**src/rtl/counter_pkg.sv**
```systemverilog
// Shared types and constants for the bounded up/down counter.
package counter_pkg;

    typedef enum logic {
        MODE_WRAP = 1'b0,
        MODE_SAT  = 1'b1
    } cnt_mode_e;

    localparam logic DIR_UP   = 1'b1;
    localparam logic DIR_DOWN = 1'b0;

endpackage

```
**src/rtl/counter_next.sv**
```systemverilog
// Combinational next-count and boundary-event calculation.
// Ports:
//   count     current count
//   step      increment/decrement amount (0 = hold, no event)
//   dir       DIR_UP / DIR_DOWN
//   mode      MODE_WRAP / MODE_SAT
//   min_val   lower bound (inclusive)
//   max_val   upper bound (inclusive)
//   nxt_count proposed next count
//   evt       boundary event for this update
module counter_next
    import counter_pkg::*;
#(
    parameter int unsigned WIDTH = 4
) (
    input  logic [WIDTH-1:0] count,
    input  logic [WIDTH-1:0] step,
    input  logic             dir,
    input  cnt_mode_e        mode,
    input  logic [WIDTH-1:0] min_val,
    input  logic [WIDTH-1:0] max_val,
    output logic [WIDTH-1:0] nxt_count,
    output logic             evt
);

    localparam int unsigned EW = WIDTH + 1;

    logic [EW-1:0] sum;
    logic [EW-1:0] diff;

    // One extra bit catches both carry-out and borrow; bounds are checked
    // against the unclamped result so an out-of-range count is never silently fixed.
    always_comb begin
        sum       = EW'(count) + EW'(step);
        diff      = EW'(count) - EW'(step);
        nxt_count = count;
        evt       = 1'b0;
        if (step != '0) begin
            case (dir)
                DIR_UP: begin
                    if (sum <= EW'(max_val)) begin
                        nxt_count = sum[WIDTH-1:0];
                    end else begin
                        evt       = 1'b1;
                        nxt_count = (mode == MODE_SAT) ? max_val : min_val;
                    end
                end
                DIR_DOWN: begin
                    if (!diff[WIDTH] && (diff[WIDTH-1:0] >= min_val)) begin
                        nxt_count = diff[WIDTH-1:0];
                    end else begin
                        evt       = 1'b1;
                        nxt_count = (mode == MODE_SAT) ? min_val : max_val;
                    end
                end
            endcase
        end
    end

endmodule

```
**src/rtl/bounded_updown_counter.sv**
```systemverilog
// Bounded up/down counter with programmable step, wrap/saturate mode,
// clamped synchronous load, terminal-count pulse and sticky overflow.
// Ports:
//   clk, rst      clock and synchronous active-low reset
//   en, dir, ld   count enable, direction (1 = up), load strobe
//   ld_val, step  load value, step amount
//   min_val/max_val inclusive bounds; mode 0 = wrap, 1 = saturate
//   clr_ovf       clears sticky ovf (a same-cycle event wins)
//   count, tc, ovf registered count, event pulse, sticky event flag
//   at_max, at_min, cfg_err combinational status
module bounded_updown_counter
    import counter_pkg::*;
#(
    parameter int unsigned       WIDTH   = 4,
    parameter logic [WIDTH-1:0]  RST_VAL = '0
) (
    input  logic             clk,
    input  logic             rst,
    input  logic             en,
    input  logic             dir,
    input  logic             ld,
    input  logic [WIDTH-1:0] ld_val,
    input  logic [WIDTH-1:0] step,
    input  logic [WIDTH-1:0] min_val,
    input  logic [WIDTH-1:0] max_val,
    input  logic             mode,
    input  logic             clr_ovf,
    output logic [WIDTH-1:0] count,
    output logic             tc,
    output logic             ovf,
    output logic             at_max,
    output logic             at_min,
    output logic             cfg_err
);

    logic [WIDTH-1:0] step_count;
    logic             step_evt;
    logic [WIDTH-1:0] ld_clamped;
    logic [WIDTH-1:0] count_d;
    logic             tc_d;
    logic             ovf_d;

    assign cfg_err = (min_val > max_val);
    assign at_max  = (count == max_val);
    assign at_min  = (count == min_val);

    counter_next #(
        .WIDTH (WIDTH)
    ) u_next (
        .count     (count),
        .step      (step),
        .dir       (dir),
        .mode      (cnt_mode_e'(mode)),
        .min_val   (min_val),
        .max_val   (max_val),
        .nxt_count (step_count),
        .evt       (step_evt)
    );

    // Load value is forced into the current bounds.
    always_comb begin
        ld_clamped = ld_val;
        if (ld_val < min_val) begin
            ld_clamped = min_val;
        end else if (ld_val > max_val) begin
            ld_clamped = max_val;
        end
    end

    // Priority mux: bad bounds freeze everything, then load, then count.
    always_comb begin
        count_d = count;
        tc_d    = 1'b0;
        if (!cfg_err) begin
            if (ld) begin
                count_d = ld_clamped;
            end else if (en) begin
                count_d = step_count;
                tc_d    = step_evt;
            end
        end
        ovf_d = tc_d | (ovf & ~clr_ovf);
    end

    // State registers.
    always_ff @(posedge clk) begin
        if (!rst) begin
            count <= RST_VAL;
            tc    <= 1'b0;
            ovf   <= 1'b0;
        end else begin
            count <= count_d;
            tc    <= tc_d;
            ovf   <= ovf_d;
        end
    end

endmodule
```
**config.mk**
```make
export PLATFORM = sky130hd
export DESIGN_NAME = bounded_updown_counter
export DESIGN_NICKNAME = d
export VERILOG_FILES = /design/src/rtl/counter_pkg.sv /design/src/rtl/counter_next.sv /design/src/rtl/bounded_updown_counter.sv
export SDC_FILE = /design/constraint.sdc
export NUM_CORES = 1
export LEC_CHECK = 0
export CAP_MARGIN = 25
export CORE_AREA = 2 2 55 57
export DETAILED_ROUTE_END_ITERATION = 7
export DIE_AREA = 0 0 57 59
export GPL_ROUTABILITY_DRIVEN = 0
export GPL_TIMING_DRIVEN = 0
export PLACE_DENSITY = 0.85
export REMOVE_ABC_BUFFERS = 1
export SLEW_MARGIN = 20
export SYNTH_ARGS = -nofsm -noshare
export SYNTH_HDL_FRONTEND = slang
export SYNTH_SLANG_ARGS = --single-unit
```
**constraint.sdc**
```tcl
create_clock -name clk -period 7.45 [get_ports clk]
set_input_delay 1.49 -clock clk [delete_from_list [all_inputs] [get_ports clk]]
set_output_delay 1.49 -clock clk [all_outputs]
set_load 0.02 [all_outputs]
```
Yosys cells after proc, flatten, opt, wreduce, memory -nomap -nowiden --
Cells that the tools add are included.
Operators by class: $add $sub $neg 2, $lt $le $gt $ge 5, equal/unequal tests 2, multiplexer cells 17, bitwise gates (word level) 5, reductions and logical operators 6
Operators by type and width (count):
- $mux W4 | 9
- $eq A4 B4 Y1 | 2
- $gt A4 B4 Y1 | 2
- $pmux W4 S2 | 1
- $mux W1 | 6
- $add A4 B4 Y5 | 1
- $le A5 B4 Y1 | 1
- $sub A4 B4 Y5 | 1
- $ge A4 B4 Y1 | 1
- $lt A4 B4 Y1 | 1
- $reduce_bool A2 Y1 | 2
- $reduce_bool A4 Y1 | 1
- $not A1 Y1 | 3
- $reduce_and A3 Y1 | 1
- $pmux W1 S2 | 1
- $and A1 B1 Y1 | 1
- $logic_and A1 B1 Y1 | 1
- $logic_not A1 Y1 | 1
- $or A1 B1 Y1 | 1
Word-level totals: register bits 6, logic and storage cells 40

Depth between registers and ports, before layout --
Gate-level depths: netlist (run 1).
word-level depth 10, gate-level depth with buffers 14

Hierarchy --
From an unflattened synthesis (run 1), not the netlist that was laid out.
Second synthesis, totals: cell total of the unflattened synthesis 200, area, all modules 1585.3 um2
Modules (own cells, without submodules):
- bounded_updown_counter | times used 1, cells each 103, area each 828.3 um2
- counter_next | times used 1, cells each 97, area each 757.0 um2

Worst setup path before layout (run 1) --
OpenSTA, ideal clock, no wires.
kind input to register, from input step[0], to register count[0], arrival 3.848 ns, data required time 7.354 ns, slack 3.506 ns, stages on the path 11, cells stage by stage ha_1 fa_1 xnor2_1 ha_1 a211o_1 a31oi_2 or2_1 buf_6 mux2i_1 o32ai_1 o41ai_2
On the way: word-level cells in the longest chain between the ends 8, elaborated cells on any way between the ends 15
RTL lines:
- start: declaration | RTL line bounded_updown_counter.sv:23 | input logic [WIDTH-1:0] step,
- $sub A4 B4 Y5 | RTL line counter_next.sv:35 | diff = EW'(count) - EW'(step);
- $ge A4 B4 Y1 or $logic_not A1 Y1 (tied branches) | RTL line counter_next.sv:49 | if (!diff[WIDTH] && (diff[WIDTH-1:0] >= min_val)) begin
- $logic_and A1 B1 Y1 | RTL line counter_next.sv:49
- $mux W4 | RTL line counter_next.sv:49
- $pmux W4 S2 | RTL line counter_next.sv:39 | case (dir)
- $mux W4 | RTL line counter_next.sv:38 | if (step != '0) begin
- $mux W4 | RTL line bounded_updown_counter.sv:77 | end else if (en) begin
- $mux W4 | RTL line bounded_updown_counter.sv:75 | if (ld) begin
- end signal: assignment | RTL line bounded_updown_counter.sv:92 | count <= count_d;
- end: declaration | RTL line bounded_updown_counter.sv:28 | output logic [WIDTH-1:0] count,
Several ways; a longest one is shown, not always the timed one. The select of a mux whose other input is x is not followed. A chain may end at the register's enable or synchronous reset.

Worst setup path after layout (run 1) --
from input max_val[1], to output cfg_err
On the way: word-level cells in the longest chain between the ends 1
RTL lines:
- start: declaration | RTL line bounded_updown_counter.sv:25 | input logic [WIDTH-1:0] max_val,
- $gt A4 B4 Y1 | RTL line bounded_updown_counter.sv:43 | assign cfg_err = (min_val > max_val);
- end: declaration | RTL line bounded_updown_counter.sv:33 | output logic cfg_err
Every way passes these cells.

==> summary.json, run 1 <==
{
  "yosys": {
    "syn_inst": 171,
    "synth_top_area_cell": "sky130_fd_sc_hd__ha_1",
    "netlist-cell-type-count": 57,
    "ys_ff_latch": 6,
    "synth_top_flop_cell": "sky130_fd_sc_hd__dfxtp_1",
    "synth.most_common_cell": "sky130_fd_sc_hd__ha_1",
    "synth_top_cell_area_share": 0.2346,
    "postSynth.asyncResetShare": 0,
    "ys_warn_count": 0,
    "yosysSeqAreaShare": 0.08341,
    "synth_enable_flop_cells": 0,
    "synth.avg_cell_area_um2": 8.422,
    "synth_top_cells_by_area": "sky130_fd_sc_hd__ha_1 (23%), sky130_fd_sc_hd__dfxtp_1 (8.3%), sky130_fd_sc_hd__xor2_1 (6.1%), sky130_fd_sc_hd__inv_1 (4.2%), sky130_fd_sc_hd__mux2i_1 (3.5%)",
    "mappedNetlistArea_um2": 1440,
    "netlist_top_cells_count": "sky130_fd_sc_hd__ha_1 (27), sky130_fd_sc_hd__inv_1 (16), sky130_fd_sc_hd__nand2_1 (13), sky130_fd_sc_hd__xor2_1 (10), sky130_fd_sc_hd__nor2_1 (9)"
  },
  "clocking": {
    "clkSinkCount": 6,
    "htreeDepth": 1,
    "cts-buffers-inserted": 3,
    "ctsResizeCount": 0,
    "clk_path_buf_depth": 2,
    "cts.clk_slew.worst_paths_ps": 40,
    "clk_latency_ps": 260,
    "cts_tree": "built",
    "root_buffer_master": "sky130_fd_sc_hd__clkbuf_4",
    "postCtsHoldBufs": 0,
    "number_of_setup_buffers_added_after_cts": 0
  },
  "detailed_routing": {
    "route.detailed.drc": 0,
    "routed_wl_mm": 4.066,
    "vias_per_cell": 6.200,
    "dr_total_vias": 1426,
    "wire_per_inst_um": 17.68,
    "dr.first_iter.drc_count": 63,
    "ant_nets": 0,
    "firstDrtPassIters": 4
  },
  "sta": {
    "finalClockSkew_ps": 5.148,
    "postLayoutSetupSlackWorst_ps": 2247,
    "max_freq_ghz": 0.1922,
    "max-slew-margin-rel": 0.6868,
    "min_period_over_period": 0.6984,
    "fin_crit_ps": 5203,
    "tightestPinTransition_ps": 466.3,
    "grt_setup_unrepaired": "no",
    "totalNegativeSetupSlack_ps": 0,
    "slew_violations": 0,
    "report.final.setup_viol": 0,
    "hold_ws_ps": 475.8,
    "timing.final.hold_violations": 0
  },
  "global_routing": {
    "grt_overflow": 0,
    "track_usage": 0.2607,
    "wire_length_of_the_first_global_routing_pass_mm": 6.755,
    "grt_antenna_before_repair": 0,
    "grt_max_degree": 16,
    "number_of_global_route_vias_before_repair": 1475
  },
  "layout": {
    "num_antenna_cells": 0,
    "final_layout_size_suffix_gt1_frac": 0.1005,
    "fillCellCount": 247,
    "post-route-util": 0.6547,
    "final_net_count": 253,
    "flow.area_growth_from_synthesis_pct": 23.20,
    "final_cells": 230,
    "postLayoutCellArea_um2": 1774
  },
  "worst_setup_path": {
    "worstPathMaxFanout": 4,
    "critPathLaunchType": "input port",
    "timing.critical_path.buf_inv": 4,
    "criticalPathCategory": "input port to output pin",
    "critPathSlowestCell": "sky130_fd_sc_hd__clkdlybuf4s50_1",
    "cp_slowest_stage_delay_ps": 610,
    "cp_common_cell": "sky130_fd_sc_hd__clkdlybuf4s50_1",
    "setup_crit_end_kind": "output pin",
    "critical-path-top-delay-family": "buffers and inverters",
    "required_ps": 5960,
    "crit_path_cell_trace": "clkdlybuf4s50_1, inv_1, ha_1, nor2b_1, o21ai_1, a32o_1, inv_2, clkdlybuf4s50_1",
    "timing.critical_path.arrival_ps": 3710
  },
  "floorplanning": {
    "start_util": 0.5314,
    "chipWidth_um": 57,
    "die_h_um": 59,
    "design.core.area_um2": 2710,
    "number_of_ports_placed_on_the_die_boundary": 32,
    "dieArea_um2": 3363,
    "core.rowCount": 19
  },
  "place": {
    "dpl_worst_slack_ps": 2289,
    "place.detailed.hpwl_mm": 3.350,
    "port-buffer-count": 31,
    "postPlaceCellArea_um2": 1752,
    "dp_cells": 227
  },
  "power": {
    "p_per_area_nw_per_um2": 159.2,
    "totalPowerFinal_mw": 0.2824,
    "vdd.ir_drop.worst_uv": 153.5,
    "power.leakage_nw": 0.8064
  },
  "flow_run": {
    "timing.max_cap.violations": 0
  },
  "outcome": {
    "outcome": "finished clean"
  },
  "worst_hold_path": {
    "worst_hold_path_type": "flop to flop"
  }
}
-- path summary, 6_finish.rpt --
| kind | startpoint | endpoint | slack [ps] | depth (start not counted) |
|---|---|---|---|---|
| setup / recovery | max_val[1] | cfg_err | 2250 | 8 |
| hold / removal | ovf | ovf | 480 | 1 |
| setup reg to reg | count[0] | count[0] | 4090 | 11 |
| hold reg to reg | ovf | ovf | 480 | 1 |
-- placed cells by master (no fill, tap or decap), types with 4 or more instances in the layout --
cell type,netlist,layout
sky130_fd_sc_hd__clkdlybuf4s50_1,0,31
sky130_fd_sc_hd__ha_1,27,27
sky130_fd_sc_hd__inv_1,16,16
sky130_fd_sc_hd__nand2_1,13,13
sky130_fd_sc_hd__xor2_1,10,10
sky130_fd_sc_hd__nor2_1,9,9
sky130_fd_sc_hd__dfxtp_1,6,6
sky130_fd_sc_hd__a21oi_1,5,5
sky130_fd_sc_hd__o21ai_0,5,5
sky130_fd_sc_hd__mux2i_1,5,5
sky130_fd_sc_hd__o21ai_1,4,4
sky130_fd_sc_hd__o221ai_1,4,4
-- registers in the layout, indices dropped and copies added (netlist names) --
| name | cells |
|---|---|
| count | 4 |
| tc | 1 |
| ovf | 1 |
-- per-layer routing --
metal	part of all wire	up-vias	track usage
met5	0	-	0
met2	0.51	54	0.4877
li1	-	693	-
met1	0.41	667	0.2874
met3	0.057	12	0.05459
met4	0.026	0	0.1030
-- worst register-to-register path, delay by kind of cell (launching register included) --
kind                     cells  cell delay, ps
AO/OA/AOI/OAI                4             950
XOR/XNOR                     1             260
adder cells (fa/ha/maj)      3             970
buffers and inverters        1              80
flip-flops                   1             500
multiplexers                 1             230
AND/OR/NAND/NOR              1             280
-- cell type report --
cell class                      count  area (um^2)  area share
Multi-Input combinational cell    140         1211      0.6827
Timing Repair Buffer               31        310.3      0.1749
Sequential cell                     6        120.1     0.06770
Inverter                           19        71.32     0.04020
Tap cell                           31        38.79     0.02186
Clock buffer                        3        22.52     0.01269
-- power by group --
part | switching, mW | total, mW | leakage [nW] | internal, mW
Sequential | 0.0103 | 0.0472 | 0.0495 | 0.0368
Clock | 0.0129 | 0.0312 | 0.0138 | 0.0183
Combinational | 0.110 | 0.204 | 0.743 | 0.0938
Total | 0.134 | 0.282 | 0.806 | 0.149
-- cells by family (layout without fill, tap and decap cells) --
| group | after synthesis | in the layout | synth area share |
|---|---|---|---|
| flip-flops | 6 | 6 | 0.08341 |
| AND/OR/NAND/NOR | 44 | 44 | 0.1625 |
| buffers and inverters | 25 | 53 | 0.07558 |
| AO/OA/AOI/OAI | 49 | 49 | 0.2980 |
| multiplexers | 6 | 6 | 0.04518 |
| XOR/XNOR | 12 | 12 | 0.07298 |
| adder cells (fa/ha/maj) | 29 | 29 | 0.2624 |
Power figures use the tool's default switching activity.
==> run 2: changes to the inputs <==
- CORE_AREA: 2 2 55 57 -> 2 2 59 61
- DIE_AREA: 0 0 57 59 -> 0 0 61 63
- PLACE_DENSITY: 0.85 -> 0.79
- clock period: 7.45 -> 4.4 ns (I/O delays scaled with it)
==> run 2 against run 1 <==
  * Non-clock buffer count unchanged
  * Wire length decreased by 12%
  * Total power increased by 65%
==> summary.json, run 2 (synthesized netlist as in run 1, its figures left out) <==
{
  "sta": {
    "timing.final.hold_violations": 0,
    "max_freq_ghz": 0.2493,
    "finalClockSkew_ps": 0.9594,
    "slew_violations": 0,
    "grt_setup_unrepaired": "no",
    "report.final.setup_viol": 0,
    "hold_ws_ps": 467.8,
    "min_period_over_period": 0.9117,
    "max-slew-margin-rel": 0.6122,
    "totalNegativeSetupSlack_ps": 0,
    "tightestPinTransition_ps": 577.3,
    "fin_crit_ps": 4011
  },
  "worst_setup_path": {
    "worst-r2r-setup-slack_ps": 1110,
    "reg2reg_depth": 11,
    "r2r-end": "count[0]",
    "required_ps": 4530,
    "setup_crit_end_kind": "flop",
    "criticalPathCategory": "input port to flop",
    "timing.critical_path.arrival_ps": 4140,
    "worstPathMaxFanout": 7,
    "critPathLaunchType": "input port",
    "reg2reg_from": "count[0]"
  },
  "layout": {
    "layout.cells.most_common_list": "sky130_fd_sc_hd__clkdlybuf4s50_1 (31), sky130_fd_sc_hd__ha_1 (27), sky130_fd_sc_hd__inv_1 (16)",
    "largestRegisters": "count (4), ovf (1), tc (1)",
    "flow.area_growth_from_synthesis_pct": 24.50,
    "multi_input_area_um2": 1211,
    "largest_register": "count",
    "seq_area_um2": 120.1,
    "final_layout_size_suffix_gt1_frac": 0.1005,
    "postLayoutCellArea_um2": 1793,
    "final_net_count": 253,
    "final_common_cell": "sky130_fd_sc_hd__clkdlybuf4s50_1",
    "num_antenna_cells": 0,
    "max_ffs_per_register": 4,
    "fillCellCount": 311,
    "post-route-util": 0.5548
  },
  "floorplanning": {
    "dieArea_um2": 3843,
    "die_h_um": 63,
    "core.rowCount": 21,
    "chipWidth_um": 61,
    "design.core.area_um2": 3232,
    "number_of_ports_placed_on_the_die_boundary": 32,
    "start_util": 0.4456
  },
  "detailed_routing": {
    "vias_per_cell": 5.478,
    "dr.first_iter.drc_count": 51,
    "dr_total_vias": 1342,
    "ant_nets": 0,
    "route.detailed.drc": 0,
    "firstDrtPassIters": 4,
    "wire_per_inst_um": 14.62,
    "routed_wl_mm": 3.581
  },
  "power": {
    "pwr-share-seq": 0.171,
    "power.share.switching": 0.4613,
    "vdd.ir_drop.worst_uv": 137.2,
    "power.internal_mw": 0.2507,
    "p_per_area_nw_per_um2": 259.5,
    "power.share.combinational": 0.724,
    "share_clk_of_total_power": 0.105,
    "power.leakage_nw": 0.8064,
    "p_switching_mw": 0.2146,
    "totalPowerFinal_mw": 0.4653
  },
  "worst_hold_path": {
    "worst_hold_path_type": "flop to flop",
    "worst_hold_path.endpoint": "ovf",
    "min_delay_path_depth": 1,
    "holdCritStartpoint": "ovf"
  },
  "clocking": {
    "cts_tree": "built",
    "postCtsHoldBufs": 0,
    "root_buffer_master": "sky130_fd_sc_hd__clkbuf_4",
    "ctsResizeCount": 0,
    "cts.clk_slew.worst_paths_ps": 40,
    "clk_latency_ps": 240,
    "clkSinkCount": 6,
    "cts-buffers-inserted": 3,
    "number_of_setup_buffers_added_after_cts": 0,
    "clk_path_buf_depth": 2,
    "htreeDepth": 1
  },
  "outcome": {
    "outcome": "finished clean"
  },
  "global_routing": {
    "grt_overflow": 0,
    "wire_length_of_the_first_global_routing_pass_mm": 6.092,
    "number_of_global_route_vias_before_repair": 1312,
    "grt_max_degree": 16,
    "grt_antenna_before_repair": 0,
    "track_usage": 0.2046
  },
  "flow_run": {
    "timing.max_cap.violations": 0
  },
  "place": {
    "postPlaceCellArea_um2": 1770,
    "port-buffer-count": 31,
    "place.detailed.hpwl_mm": 2.966
  }
}
[run 2: critical path: stages]
cell,delay [ps]
sky130_fd_sc_hd__clkdlybuf4s50_1,520
sky130_fd_sc_hd__inv_1,60
sky130_fd_sc_hd__ha_1,420
sky130_fd_sc_hd__nor2_1,70
sky130_fd_sc_hd__a221oi_1,330
sky130_fd_sc_hd__xor2_1,270
sky130_fd_sc_hd__ha_1,290
sky130_fd_sc_hd__and2_1,190
sky130_fd_sc_hd__o21ai_1,120
sky130_fd_sc_hd__a32oi_2,130
sky130_fd_sc_hd__o221a_1,250
sky130_fd_sc_hd__o311a_1,300
sky130_fd_sc_hd__a2111oi_1,300
[run 2: final cells by class]
type,instances,share of cell area
multi-input cells,140,0.6755
clock buffers,3,0.01256
flip-flops and latches,6,0.06699
repair buffers,31,0.1731
inverters,19,0.03978
well taps,46,0.03210
[run 2: power groups by stage]
stage | sequential (mW) | clock [mW] | combinational, mW
floorplan | 0.0832 | 0 | 0.228
global placement | 0.0801 | 0 | 0.330
detailed placement | 0.0805 | 0 | 0.335
CTS | 0.0795 | 0.0520 | 0.337
global route | 0.0805 | 0.0542 | 0.378
finish | 0.0794 | 0.0491 | 0.337
[run 2: routing by layer]
| metal | up-vias | GRT usage | wire (um) |
|---|---|---|---|
| met5 | - | 0 | 0 |
| met4 | 0 | 0.04076 | 16 |
| met3 | 2 | 0.01656 | 183 |
| met2 | 38 | 0.3253 | 1615 |
| met1 | 607 | 0.2971 | 1767 |
| li1 | 695 | - | - |
[run 2: how the worst max path moves through the flow]
| stage | start | to | slack (ps) | depth (start not counted) |
|---|---|---|---|---|
| 2_1_floorplan | step[2] | count[1] | 1040 | 11 |
| 3_3_place_gp | step[2] | count[1] | 160 | 12 |
| 3_5_place_dp | step[2] | count[1] | 140 | 12 |
| 4_1_cts | step[2] | count[1] | 390 | 12 |
| 5_1_grt | step[2] | count[1] | 100 | 13 |
| 6_report | step[2] | count[1] | 390 | 13 |
[run 2: through the flow]
stage | std cells | setup WS, ps
floorplan | 165 | 1043
global route | 245 | 95.78
finish | 245 | 388.7
CTS | 245 | 389.9
detailed placement | 242 | 137.0
global placement | 242 | 161.6
==> run 3: changes to the inputs <==
- PLACE_DENSITY: 0.79 -> 0.76
- SLEW_MARGIN: 20 -> default
==> run 3 against run 2 <==
  * Sequential power is essentially flat
  * Maximum frequency shrank 0.66%
  * Die area is the same
  * Non-clock buffer count is the same
  * Clock power grew 4%
  * Critical path type unchanged
==> summary.json, run 3 (synthesized netlist as in run 1, its figures left out) <==
{
  "layout": {
    "final_cells": 245,
    "final_net_count": 253,
    "max_ffs_per_register": 4,
    "flow.area_growth_from_synthesis_pct": 24.50,
    "postLayoutCellArea_um2": 1793,
    "final_common_cell": "sky130_fd_sc_hd__clkdlybuf4s50_1",
    "final_layout_size_suffix_gt1_frac": 0.1005,
    "num_antenna_cells": 0,
    "largest_register": "count",
    "largestRegisters": "count (4), ovf (1), tc (1)",
    "layout.cells.most_common_list": "sky130_fd_sc_hd__clkdlybuf4s50_1 (31), sky130_fd_sc_hd__ha_1 (27), sky130_fd_sc_hd__inv_1 (16)"
  },
  "clocking": {
    "clk_path_buf_depth": 2,
    "clkSinkCount": 6,
    "postCtsHoldBufs": 0,
    "cts_tree": "built",
    "clk_latency_ps": 240,
    "number_of_setup_buffers_added_after_cts": 0,
    "root_buffer_master": "sky130_fd_sc_hd__clkbuf_4",
    "cts.clk_slew.worst_paths_ps": 50,
    "cts-buffers-inserted": 3,
    "ctsResizeCount": 0,
    "htreeDepth": 1
  },
  "outcome": {
    "outcome": "finished clean"
  },
  "power": {
    "power.share.combinational": 0.724,
    "power.leakage_nw": 0.8064,
    "share_clk_of_total_power": 0.108,
    "power.internal_mw": 0.2521,
    "p_per_area_nw_per_um2": 263.3,
    "power.share.switching": 0.4661,
    "pwr-share-seq": 0.168,
    "totalPowerFinal_mw": 0.4721,
    "vdd.ir_drop.worst_uv": 193.9,
    "p_switching_mw": 0.2201
  },
  "detailed_routing": {
    "ant_nets": 0,
    "wire_per_inst_um": 15.03,
    "route.detailed.drc": 0,
    "firstDrtPassIters": 4,
    "vias_per_cell": 5.584,
    "routed_wl_mm": 3.682,
    "dr.first_iter.drc_count": 85,
    "dr_total_vias": 1368
  },
  "worst_setup_path": {
    "timing.critical_path.arrival_ps": 4170,
    "cp_common_cell": "sky130_fd_sc_hd__ha_1",
    "setup_crit_end_kind": "flop",
    "critPathSlowestCell": "sky130_fd_sc_hd__clkdlybuf4s50_1",
    "required_ps": 4530,
    "worstPathMaxFanout": 7,
    "cp_slowest_stage_delay_ps": 510,
    "crit_path_cell_trace": "clkdlybuf4s50_1, inv_1, ha_1, inv_2, a221oi_1, xor2_1, ha_1, and2_1, a32oi_2, nor3_1, o311a_1, a2111oi_1",
    "critPathLaunchType": "input port",
    "criticalPathCategory": "input port to flop"
  },
  "sta": {
    "timing.final.hold_violations": 0,
    "fin_crit_ps": 4038,
    "totalNegativeSetupSlack_ps": 0,
    "report.final.setup_viol": 0,
    "postLayoutSetupSlackWorst_ps": 362.1,
    "finalClockSkew_ps": 3.122,
    "min_period_over_period": 0.9177,
    "tightestPinTransition_ps": 499.5,
    "max_freq_ghz": 0.2477,
    "grt_setup_unrepaired": "no",
    "max-slew-margin-rel": 0.6635,
    "slew_violations": 0
  },
  "floorplanning": {
    "design.core.area_um2": 3232,
    "core.rowCount": 21,
    "chipWidth_um": 61,
    "die_h_um": 63,
    "number_of_ports_placed_on_the_die_boundary": 32,
    "start_util": 0.4456,
    "dieArea_um2": 3843
  },
  "global_routing": {
    "grt_antenna_before_repair": 0,
    "track_usage": 0.2001,
    "wire_length_of_the_first_global_routing_pass_mm": 5.947,
    "grt_overflow": 0,
    "number_of_global_route_vias_before_repair": 1284,
    "grt_max_degree": 16
  },
  "place": {
    "place.detailed.hpwl_mm": 3.038,
    "port-buffer-count": 31,
    "dpl_worst_slack_ps": 111.7,
    "postPlaceCellArea_um2": 1770,
    "dp_cells": 242
  },
  "flow_run": {
    "timing.max_cap.violations": 0
  },
  "worst_hold_path": {
    "worst_hold_path_type": "flop to flop"
  }
}
==> run 3: cell counts in the layout (fill, tap and decap cells not counted) <==
Identical to the previous run, type by type.
==> run 3: cell type report <==
| type | count | area, um^2 |
|---|---|---|
| inverter | 19 | 71.32 |
| clock buffer | 3 | 22.52 |
| multi-input combinational | 140 | 1211 |
| fill | 310 | 1439 |
| tap | 46 | 57.56 |
| sequential | 6 | 120.1 |
| timing repair buffer | 31 | 310.3 |
==> run 3: power by group through the flow <==
| stage | clock [mW] | combinational, mW | sequential (mW) |
|---|---|---|---|
| 2_1_floorplan | 0 | 0.228 | 0.0832 |
| 3_3_place_gp | 0 | 0.332 | 0.0794 |
| 3_5_place_dp | 0 | 0.339 | 0.0804 |
| 4_1_cts | 0.0535 | 0.341 | 0.0791 |
| 5_1_grt | 0.0546 | 0.376 | 0.0805 |
| 6_report | 0.0509 | 0.342 | 0.0794 |
==> run 3: path summary, 6_finish.rpt <==
check,startpoint,end,slack (ps),depth (start not counted)
max,step[2],count[1],360,12
min,ovf,ovf,480,1
max reg2reg,count[0],count[0],1110,11
min reg2reg,ovf,ovf,480,1
==> run 3: layer usage <==
layer	global-route usage	vias up	part of all wire
li1	-	692	-
met1	0.2634	630	0.45
met2	0.3347	42	0.48
met3	0.03727	4	0.064
met4	0.03804	0	0.011
met5	0	-	0
==> run 3: metrics by stage <==
step,hold slack (ps),util
finish,476.1,0.5548
global route,519.6,0.5548
CTS,478.6,0.5548
detailed placement,459.9,0.5478
global placement,460.9,0.5478
floorplan,593.5,-
==> run 3: critical path, delay by kind of cell <==
| kind | cells | cell delay [ps] |
|---|---|---|
| compound gates | 4 | 1380 |
| buf+inv | 3 | 650 |
| fa+ha+maj | 2 | 710 |
| xor+xnor | 1 | 250 |
| simple gates | 2 | 290 |
